<file path="config.mk">
export PLATFORM = sky130hd
export DESIGN_NAME = spi_rx_slave
export DESIGN_NICKNAME = d
export VERILOG_FILES = /design/src/rtl/spi_rx_slave.sv
export SDC_FILE = /design/constraint.sdc
export NUM_CORES = 1
export LEC_CHECK = 0
export CORE_UTILIZATION = 55
export CTS_CLUSTER_SIZE = 24
export DETAILED_ROUTE_END_ITERATION = 16
export MAX_ROUTING_LAYER = met4
export PLACE_DENSITY_LB_ADDON = 0.3
export SYNTH_ARGS = -nofsm -noshare
export SYNTH_HDL_FRONTEND = slang
export SYNTH_SLANG_ARGS = --single-unit
</file>
<file path="constraint.sdc">
create_clock -name clk -period 4.9 [get_ports clk]
set_input_delay 0.735 -clock clk [delete_from_list [all_inputs] [get_ports clk]]
set_output_delay 0.735 -clock clk [all_outputs]
set_load 0.03 [all_outputs]
</file>
<file path="src/rtl/spi_rx_slave.sv">
// SPI mode-0 receive slave: oversamples the SPI pins in the clk domain,
// assembles MSB-first bytes and shifts a host status byte out on MISO.
module spi_rx_slave #(
    parameter int unsigned SYNC_STAGES = 2,
    parameter int unsigned VALID_HOLD  = 4
) (
    input  logic       clk,
    input  logic       rst,
    input  logic       spi_sclk,
    input  logic       spi_cs_n,
    input  logic       spi_mosi,
    output logic       spi_miso,
    output logic       spi_miso_oe,
    input  logic [7:0] tx_data,
    output logic       tx_load_ack,
    output logic [7:0] spi_rx_data,
    output logic       spi_rx_valid,
    output logic       frame_active,
    output logic       rx_abort,
    output logic [7:0] byte_cnt
);

    localparam int unsigned HOLD_W  = $clog2(VALID_HOLD + 1);
    localparam int unsigned FLUSH_W = $clog2(SYNC_STAGES + 1);

    typedef enum logic [1:0] {
        WAIT_IDLE = 2'd0,
        IDLE      = 2'd1,
        SHIFT     = 2'd2
    } state_t;

    state_t state, state_n;

    logic [SYNC_STAGES-1:0] sclk_sync, cs_sync, mosi_sync;
    logic                   sclk_d, cs_d;
    logic [FLUSH_W-1:0]     flush_cnt;
    logic                   sclk_s, cs_s, mosi_s, flushed;
    logic                   sclk_rise, sclk_fall, cs_rise, cs_fall;

    logic [2:0]        bit_cnt, bit_cnt_n;
    logic [7:0]        byte_cnt_n;
    logic [7:0]        rx_shift, rx_shift_n;
    logic [7:0]        tx_shift, tx_shift_n;
    logic [7:0]        rx_data_n;
    logic [HOLD_W-1:0] hold_cnt, hold_n;
    logic              restart, restart_n;
    logic              valid_n, ack_n, abort_n, done;

    assign sclk_s    = sclk_sync[SYNC_STAGES-1];
    assign cs_s      = cs_sync[SYNC_STAGES-1];
    assign mosi_s    = mosi_sync[SYNC_STAGES-1];
    assign sclk_rise = sclk_s & ~sclk_d;
    assign sclk_fall = ~sclk_s & sclk_d;
    assign cs_rise   = cs_s & ~cs_d;
    assign cs_fall   = ~cs_s & cs_d;
    // The cs_n chain resets to 1, so WAIT_IDLE must not trust it until a real sample arrives
    assign flushed   = (flush_cnt == FLUSH_W'(SYNC_STAGES));

    // Pin synchronizers, edge-detect delay stage and post-reset flush counter
    always_ff @(posedge clk or negedge rst) begin
        if (!rst) begin
            sclk_sync <= '0;
            mosi_sync <= '0;
            cs_sync   <= '1;
            sclk_d    <= 1'b0;
            cs_d      <= 1'b1;
            flush_cnt <= '0;
        end else begin
            sclk_sync <= {sclk_sync[SYNC_STAGES-2:0], spi_sclk};
            mosi_sync <= {mosi_sync[SYNC_STAGES-2:0], spi_mosi};
            cs_sync   <= {cs_sync[SYNC_STAGES-2:0], spi_cs_n};
            sclk_d    <= sclk_s;
            cs_d      <= cs_s;
            if (!flushed) flush_cnt <= flush_cnt + FLUSH_W'(1);
        end
    end

    // State register
    always_ff @(posedge clk or negedge rst) begin
        if (!rst) state <= WAIT_IDLE;
        else      state <= state_n;
    end

    // Next-state, shift datapath and valid-pulse shaping
    always_comb begin
        state_n    = state;
        bit_cnt_n  = bit_cnt;
        byte_cnt_n = byte_cnt;
        rx_shift_n = rx_shift;
        tx_shift_n = tx_shift;
        rx_data_n  = spi_rx_data;
        ack_n      = 1'b0;
        abort_n    = 1'b0;
        done       = 1'b0;
        valid_n    = spi_rx_valid;
        hold_n     = hold_cnt;
        restart_n  = restart;

        case (state)
            WAIT_IDLE: begin
                if (flushed && cs_s) state_n = IDLE;
            end
            IDLE: begin
                if (cs_fall) begin
                    bit_cnt_n  = 3'd0;
                    byte_cnt_n = 8'd0;
                    tx_shift_n = tx_data;
                    ack_n      = 1'b1;
                    state_n    = SHIFT;
                end
            end
            SHIFT: begin
                if (cs_rise) begin
                    abort_n   = (bit_cnt != 3'd0);
                    bit_cnt_n = 3'd0;
                    state_n   = IDLE;
                end else if (sclk_rise) begin
                    rx_shift_n = {rx_shift[6:0], mosi_s};
                    if (bit_cnt == 3'd7) begin
                        done      = 1'b1;
                        bit_cnt_n = 3'd0;
                        rx_data_n = {rx_shift[6:0], mosi_s};
                        if (byte_cnt != 8'hFF) byte_cnt_n = byte_cnt + 8'd1;
                    end else begin
                        bit_cnt_n = bit_cnt + 3'd1;
                    end
                end else if (sclk_fall) begin
                    if (bit_cnt != 3'd0) begin
                        tx_shift_n = {tx_shift[6:0], 1'b0};
                    end else begin
                        tx_shift_n = tx_data;
                        ack_n      = 1'b1;
                    end
                end
            end
            default: state_n = WAIT_IDLE;
        endcase

        // hold_cnt counts the high cycles still owed after the current one
        if (done) begin
            if (spi_rx_valid) begin
                valid_n   = 1'b0;
                restart_n = 1'b1;
            end else begin
                valid_n   = 1'b1;
                hold_n    = HOLD_W'(VALID_HOLD - 1);
                restart_n = 1'b0;
            end
        end else if (restart) begin
            valid_n   = 1'b1;
            hold_n    = HOLD_W'(VALID_HOLD - 1);
            restart_n = 1'b0;
        end else if (spi_rx_valid) begin
            if (hold_cnt == '0) valid_n = 1'b0;
            else                hold_n  = hold_cnt - HOLD_W'(1);
        end
    end

    // Datapath and registered outputs
    always_ff @(posedge clk or negedge rst) begin
        if (!rst) begin
            bit_cnt      <= 3'd0;
            byte_cnt     <= 8'd0;
            rx_shift     <= 8'd0;
            tx_shift     <= 8'd0;
            spi_rx_data  <= 8'd0;
            spi_rx_valid <= 1'b0;
            hold_cnt     <= '0;
            restart      <= 1'b0;
            tx_load_ack  <= 1'b0;
            rx_abort     <= 1'b0;
            spi_miso     <= 1'b0;
            spi_miso_oe  <= 1'b0;
            frame_active <= 1'b0;
        end else begin
            bit_cnt      <= bit_cnt_n;
            byte_cnt     <= byte_cnt_n;
            rx_shift     <= rx_shift_n;
            tx_shift     <= tx_shift_n;
            spi_rx_data  <= rx_data_n;
            spi_rx_valid <= valid_n;
            hold_cnt     <= hold_n;
            restart      <= restart_n;
            tx_load_ack  <= ack_n;
            rx_abort     <= abort_n;
            spi_miso     <= (state_n == SHIFT) ? tx_shift_n[7] : 1'b0;
            spi_miso_oe  <= (state_n == SHIFT);
            frame_active <= (state_n == SHIFT);
        end
    end

endmodule

</file>
Yosys cells after proc, flatten, opt, wreduce, memory -nomap -nowiden
Index checks and enable logic that the tools add are counted.
W data, S select, Z words.
{"block": "word_totals", "regBits": 55, "input_bits": 13, "out_inout_bits": 22, "elab_cells": 107}
{"block": "op_classes", "n_addsub": 4, "eq_ne": 16, "mux": 46, "n_bitwise": 9, "n_reduce_logical": 12}
{"op": "$mux W8", "n": 10}
{"op": "$pmux W8 S2", "n": 2}
{"op": "$mux W3", "n": 9}
{"op": "$mux W1", "n": 19}
{"op": "$ne A2 B2 Y1 const B", "n": 8}
{"op": "$reduce_and A3 Y1", "n": 3}
{"op": "$add A8 B1 Y8 const B", "n": 1}
{"op": "$ne A8 B8 Y1 const B", "n": 1}
{"op": "$eq A2 B2 Y1 const B", "n": 3}
{"op": "$mux W2", "n": 3}
{"op": "$ne A3 B3 Y1 const B", "n": 2}
{"op": "$pmux W2 S3", "n": 1}
{"op": "$pmux W3 S2", "n": 1}
{"op": "$reduce_and A6 Y1", "n": 1}
{"op": "$reduce_bool A3 Y1", "n": 2}
{"op": "$not A1 Y1", "n": 5}
{"op": "$reduce_and A5 Y1", "n": 1}
{"op": "$and A1 B1 Y1", "n": 4}
{"op": "$reduce_and A4 Y1", "n": 1}
{"op": "$add A3 B1 Y3 const B", "n": 1}
{"op": "$eq A3 B3 Y1 const B", "n": 1}
{"op": "$logic_not A3 Y1", "n": 1}
{"op": "$sub A3 B1 Y3 const B", "n": 1}
{"op": "$add A2 B1 Y2 const B", "n": 1}
{"op": "5 further kinds", "n": 5}

Depth between registers and ports, before layout
Gate-level depths: netlist of the first run.
{"block": "logic_depth", "word_depth": 7, "mapped_depth": 8, "depth_no_buf": 6}

Worst setup path before layout of the first run
OpenSTA, ideal clock, no wires.
{"block": "synth_path", "kind": "register -> register", "start": "register state[0]", "end": "register tx_shift[7]", "setup_time_ps": 131, "arrival_ps": 1733, "path_slack_ps": 3036, "stages_incl_launch_ff": 8, "n_path_buf": 1, "cell_sequence": "dfrtp_1 inv_1 ha_1 buf_2 and2b_1 o21ai_4 a21boi_2 or3_1"}
{"block": "synth_between", "elab_chain_cells": 2, "word_cells_on_any_way": 3, "cone_classes": "eq/ne (2); mux (1)"}
{"element": "from (decl)", "line": "32", "rtl": "state_t state, state_n;"}
{"element": "from (signal assigned)", "line": "81", "rtl": "else state <= state_n;"}
{"element": "$eq A2 B2 Y1 / $eq A2 B1 Y1 (equally long branches)", "line": "99", "rtl": "case (state)"}
{"element": "$pmux W8 S2 (*)", "line": "99"}
{"element": "named net tx_shift_n[7]", "line": "43", "rtl": "logic [7:0] tx_shift, tx_shift_n;"}
{"element": "to (signal assigned)", "line": "179", "rtl": "tx_shift <= tx_shift_n;"}
{"element": "to (decl)", "line": "43"}
Mark *: on every way through the listed nets, which the timed path passes. The rest lies on a longest branch.
A chain may end at the register's enable or synchronous reset.

Worst setup path after layout of the first run
{"block": "layout_path", "start": "register state[0]", "end": "register hold_cnt[1]"}
{"block": "layout_between", "elab_chain_cells": 4, "word_cells_on_any_way": 7, "cone_classes": "eq/ne (3); mux (2); reduce/logical (2)"}
{"element": "$eq A2 B2 Y1 (*)", "line": "99"}
{"element": "$mux W1 (*)", "line": "99"}
{"element": "$ne A3 B3 Y1 (no source line) (tied with other cells)"}
{"element": "$reduce_and A3 Y1 (no source line)"}
{"element": "to (signal assigned)", "line": "182", "rtl": "hold_cnt <= hold_n;"}
{"element": "to (decl)", "line": "45", "rtl": "logic [HOLD_W-1:0] hold_cnt, hold_n;"}
Every way passes the cells marked *; elsewhere a longest branch is shown, timed or not.

==> results.yml, run 1 <==
layout:
  area_delta_synth_final_pct: 17.1
  regArea_sq_mm: 0.00138
  antenna_cells: 0
  final_nets: 315
  drive_above_1_share_pct: 11.0
  multi_input_area_sq_mm: 0.00125
  n_fill_cell: 388
  layout_commonest_cell: "nand2_1"
  mostFrequentLayoutCells: "55 x nand2_1, 52 x dfrtp_1, 33 x clkdlybuf4s50_1"
  layoutNonFillerInstCount: 359
timing:
  slew-limit-headroom_pct: 52.4
  tns_ns: 0
  hold_ws_ns: 0.354
  fmax_mhz: 410
  skew_ns: 0.00741
  worstMarginPinSlew_ns: 0.708
  layout_worst_path_cycle_share_pct: 49.7
  finalWorstSetupSlack_ns: 2.46
  final_max_slew_viol_count: 0
  finalHoldViolCount: 0
  report.final.setup_viol: 0
  min_period_ns: 2.44
  rsz0062_at_grt: "false"
setup_path:
  start_kind: "flop"
  path_class: "flop to flop"
  reg2reg_depth: 6
  r2r_setup_slack_ns: 2.46
  crit_fanout: 15
  critical_path.max_stage_delay_ns: 0.71
  worst-path-buf-inv: 2
  cp-end-kind: "flop"
  required_ns: 5.12
  critPathSlowestCell: "nor4_4"
  rr_endpoint: "hold_cnt[1]$_DFFE_PN0P_"
  crit_arrival_ns: 2.66
  cp_cell_sequence: "inv_1 -> ha_1 -> inv_2 -> nor4_4 -> nor4b_1 -> nor3_1"
  cp_num_cells: 6
  r2r-start: "state[0]$_DFF_PN0_"
  cp_top_family: "simple AND/OR/NAND/NOR gates"
global_route:
  grt_max_degree: 56
  grt_pass1_vias: 1948
  grt_pass1_wl_microns: 8820
  grt_remaining_overflow: 0
  grt_util_all_layers_pct: 22.1
  antenna_found_initial: 0
place:
  place_ws_ns: 2.47
  place.gp.congestion: 0.840
  dp_hpwl_microns: 3470
  portBuffers: 34
  dp.cells: 351
yosys:
  avgSynthCellArea_sq_um: 10.6
  asyncSetResetFlopFracSynth_pct: 100
  postSynthCellCount: 258
  netlist_area_sq_mm: 0.00274
  syn_nets: 282
  synth_edf_count: 0
  ys_types: 49
  ys_ff_latch: 55
  ys_warn_count: 0
  ys_seq_area_share_pct: 50.4
  synth_ff_type: "dfrtp_1"
clock_network:
  cts_max_level: 2
  clockRootBuffer: "clkbuf_8"
  clk_pin_slew_ns: 0.09
  ctsResizeCount: 0
  cts_tree: "built"
  clk_path_buf_depth: 2
  post_cts_buffers: 0
  clock_latency_ns: 0.30
  cts.sinks: 55
  cts-buffers-inserted: 5
  holdBufCountCts: 0
outcome:
  outcome: "complete, no violations"
floorplan:
  fp-row-count: 25
  die-area_sq_mm: 0.00527
  start_util_pct: 57.6
  num_io_pins: 35
  core_sq_mm: 0.00475
  die_y_microns: 72.6
  die_width_microns: 72.6
detailed_routing:
  ant_nets: 0
  post-route-drc-count: 0
  drtPass1Iterations: 5
  post_drt_via_cell_ratio: 5.44
  vias: 1954
  wl_microns: 4880
  drt-wirelength-per-cell_microns: 13.6
  drtIter0Drc: 138
hold_path:
  hold_start: "mosi_sync[0]$_DFF_PN0_"
  hold_depth: 0
  min_path_type: "flop to flop"
  min_to: "mosi_sync[1]$_DFF_PN0_"
power_and_ir_drop:
  finalPower_uw: 1210
  leakage_uw: 0.00147
  ir_worst_vdd_mv: 0.248
  powerDensity_mw_per_mm2: 376
run:
  cap_violations: 0
==> where the power goes <==
part,internal (uW),switching (uW)
clock,114,136
sequential,518,42.5
combinational,152,243
==> metrics by stage <==
stage | cell area (sq um) | util, %
final | 3210 | 67.5
after global routing | 3210 | 67.5
after CTS | 3210 | 67.5
after detailed placement | 3120 | 65.6
after global placement | 3120 | 65.6
after floorplan | 2740 | -
==> sequential cells by signal, indices dropped and copies added (netlist names), 2 cells and up <==
name / cells
mosi_sync: 2
state: 2
bit_cnt: 3
byte_cnt: 8
spi_rx_data: 8
hold_cnt: 3
tx_shift: 8
sclk_sync: 2
flush_cnt: 2
rx_shift: 7
cs_sync: 2
==> worst max path at each step <==
stage / end / slack (ns) / start
2_1_floorplan: tx_shift[7]$_DFF_PN0_ / 3.04 / state[0]$_DFF_PN0_
3_3_place_gp: hold_cnt[2]$_DFFE_PN0P_ / 2.59 / state[0]$_DFF_PN0_
3_5_place_dp: hold_cnt[2]$_DFFE_PN0P_ / 2.47 / state[0]$_DFF_PN0_
4_1_cts: hold_cnt[1]$_DFFE_PN0P_ / 2.45 / state[0]$_DFF_PN0_
5_1_grt: hold_cnt[1]$_DFFE_PN0P_ / 2.20 / state[0]$_DFF_PN0_
6_report: hold_cnt[1]$_DFFE_PN0P_ / 2.46 / state[0]$_DFF_PN0_
==> layout make-up <==
class	instances	share of cell area (%)
inverters	15	1.76
clock inverters	1	0.156
flip-flops and latches	55	43.0
repair buffers	35	10.7
clock buffers	7	2.69
well taps	67	2.61
multi-input cells	179	39.1
==> cell families after synthesis <==
kind of cell	Yosys count	share of synthesized area, %
xor+xnor	1	0.320
compound gates	46	13.6
buf+inv	24	3.88
simple gates	113	23.9
fa+ha+maj	11	5.02
flops	55	50.4
mux	8	2.92
==> per-layer routing <==
metal / vias up / part of all wire (%) / track usage, %
li1: 972 / - / -
met1: 942 / 46 / 29.0
met2: 33 / 50 / 35.8
met3: 7 / 2.8 / 4.42
met4: 0 / 1.3 / 4.58
met5: - / 0 / -
==> cells in the mapped netlist (all sizes together) (4+ instances only) <==
cell type | n | area share [%]
nor4b | 4 | 2.0
nand2b | 10 | 2.5
nor4 | 5 | 2.9
ha | 11 | 5.0
nor2b | 4 | 0.91
nand3 | 6 | 1.6
nor2 | 5 | 0.69
mux2i | 8 | 2.9
inv | 15 | 2.1
and2 | 4 | 0.91
a22oi | 6 | 1.6
o2111ai | 4 | 1.3
dfrtp | 52 | 47
o21ai | 4 | 1.1
buf | 9 | 1.8
and3 | 7 | 1.6
a21oi | 16 | 2.9
nand2 | 55 | 7.5
nor3 | 4 | 0.73
No activity file was read; power rests on OpenSTA's default activity.
==> inputs of run 2 (changes only) <==
Settings changed: CORE_UTILIZATION 55 to 50.
Clock period 4.9 ns to 2.1 ns, I/O delays scaled along.
==> results.yml, run 2 (synthesis results as in run 1) <==
layout:
  mostFrequentLayoutCells: "55 x nand2_1, 52 x dfrtp_1, 33 x clkdlybuf4s50_1"
  drive_above_1_share_pct: 13.6
  final_area_sq_mm: 0.00332
  area_delta_synth_final_pct: 21.2
  final_nets: 325
  layout_commonest_cell: "nand2_1"
  antenna_cells: 0
  top_regs: "byte_cnt x8, spi_rx_data x8, tx_shift x8"
clock_network:
  clk_path_buf_depth: 2
  cts_max_level: 2
  clock_latency_ns: 0.31
  ctsResizeCount: 0
  holdBufCountCts: 1
  cts.sinks: 55
  cts_tree: "built"
  post_cts_buffers: 0
  cts-buffers-inserted: 5
  clk_pin_slew_ns: 0.09
  clockRootBuffer: "clkbuf_8"
outcome:
  outcome: "complete, no violations"
timing:
  hold_ws_ns: 0.360
  slew-limit-headroom_pct: 67.3
  worstMarginPinSlew_ns: 0.491
  finalHoldViolCount: 0
  final_max_slew_viol_count: 0
  fmax_mhz: 514
  skew_ns: 0.00883
  tns_ns: 0
  rsz0062_at_grt: "false"
  layout_worst_path_cycle_share_pct: 92.7
  report.final.setup_viol: 0
  min_period_ns: 1.95
detailed_routing:
  drtPass1Iterations: 4
  post-route-drc-count: 0
  drt-wirelength-per-cell_microns: 13.2
  vias: 1993
  post_drt_via_cell_ratio: 5.36
  ant_nets: 0
  wl_microns: 4920
  drtIter0Drc: 105
floorplan:
  core_sq_mm: 0.00520
  fp-row-count: 26
  num_io_pins: 35
  die_width_microns: 76.0
  die_y_microns: 76.0
  die-area_sq_mm: 0.00578
  start_util_pct: 52.6
global_route:
  grt_pass1_wl_microns: 8580
  grt_pass1_vias: 1914
  grt_util_all_layers_pct: 19.0
  antenna_found_initial: 0
  grt_max_degree: 56
  grt_remaining_overflow: 0
place:
  dp_hpwl_microns: 3510
  portBuffers: 34
  place.gp.congestion: 0.871
  place_area_sq_mm: 0.00320
setup_path:
  required_ns: 2.29
  crit_arrival_ns: 2.14
  path_class: "flop to flop"
  start_kind: "flop"
  cp-end-kind: "flop"
  crit_fanout: 14
power_and_ir_drop:
  powerDensity_mw_per_mm2: 905
  leakage_uw: 0.00152
  finalPower_uw: 3010
  ir_worst_vdd_mv: 0.648
hold_path:
  min_path_type: "flop to flop"
run:
  cap_violations: 0
==> run 2: final timing paths <==
path,cells past startpoint,startpoint,slack [ns],end
hold / removal,0,sclk_sync[0]$_DFF_PN0_,0.36,sclk_sync[1]$_DFF_PN0_
hold reg to reg,0,sclk_sync[0]$_DFF_PN0_,0.36,sclk_sync[1]$_DFF_PN0_
max in group asynchronous,3,rst,1.29,cs_d$_DFF_PN1_
setup / recovery,6,state[0]$_DFF_PN0_,0.15,byte_cnt[0]$_DFFE_PN0P_
setup reg to reg,6,state[0]$_DFF_PN0_,0.15,byte_cnt[0]$_DFFE_PN0P_
min in group asynchronous,3,rst,0.53,tx_shift[0]$_DFFE_PN0P_
==> run 2: metrics by stage <==
step                worst slack [ns]  cells  utilization, %
CTS                            0.162    372            63.8
finish                         0.154    372            63.8
floorplan                      0.236    258               -
global placement               0.245    363            61.5
detailed placement             0.178    363            61.5
global route                  0.0506    372            63.8
==> run 2: layer usage <==
metal | track usage, % | vias up | wire, microns
li1 | - | 983 | -
met1 | 24.4 | 956 | 2360
met2 | 29.1 | 45 | 2290
met3 | 3.11 | 9 | 166
met4 | 9.81 | 0 | 104
met5 | - | - | 0
==> run 2: worst max-delay path, cell delays in order (launching register included) <==
cell	delay (ns)
dfrtp_1	0.43
inv_1	0.10
ha_1	0.31
buf_4	0.22
nand3_4	0.18
or3_4	0.45
mux2i_1	0.12
==> run 2: area by class of cell <==
class	count	area (sq um)
Tap cell	70	87.6
Fill cell	430	1880
Timing Repair Buffer	45	433
Multi-Input combinational cell	179	1250
Clock buffer	6	72.6
Inverter	15	56.3
Sequential cell	55	1380
Clock inverter	2	37.5
==> run 2: where the power goes <==
group	internal [uW]	total [uW]	switching, uW	leakage, uW
clock network	356	694	338	0.0000514
registers	1210	1310	102	0.000724
logic	412	1000	589	0.000749
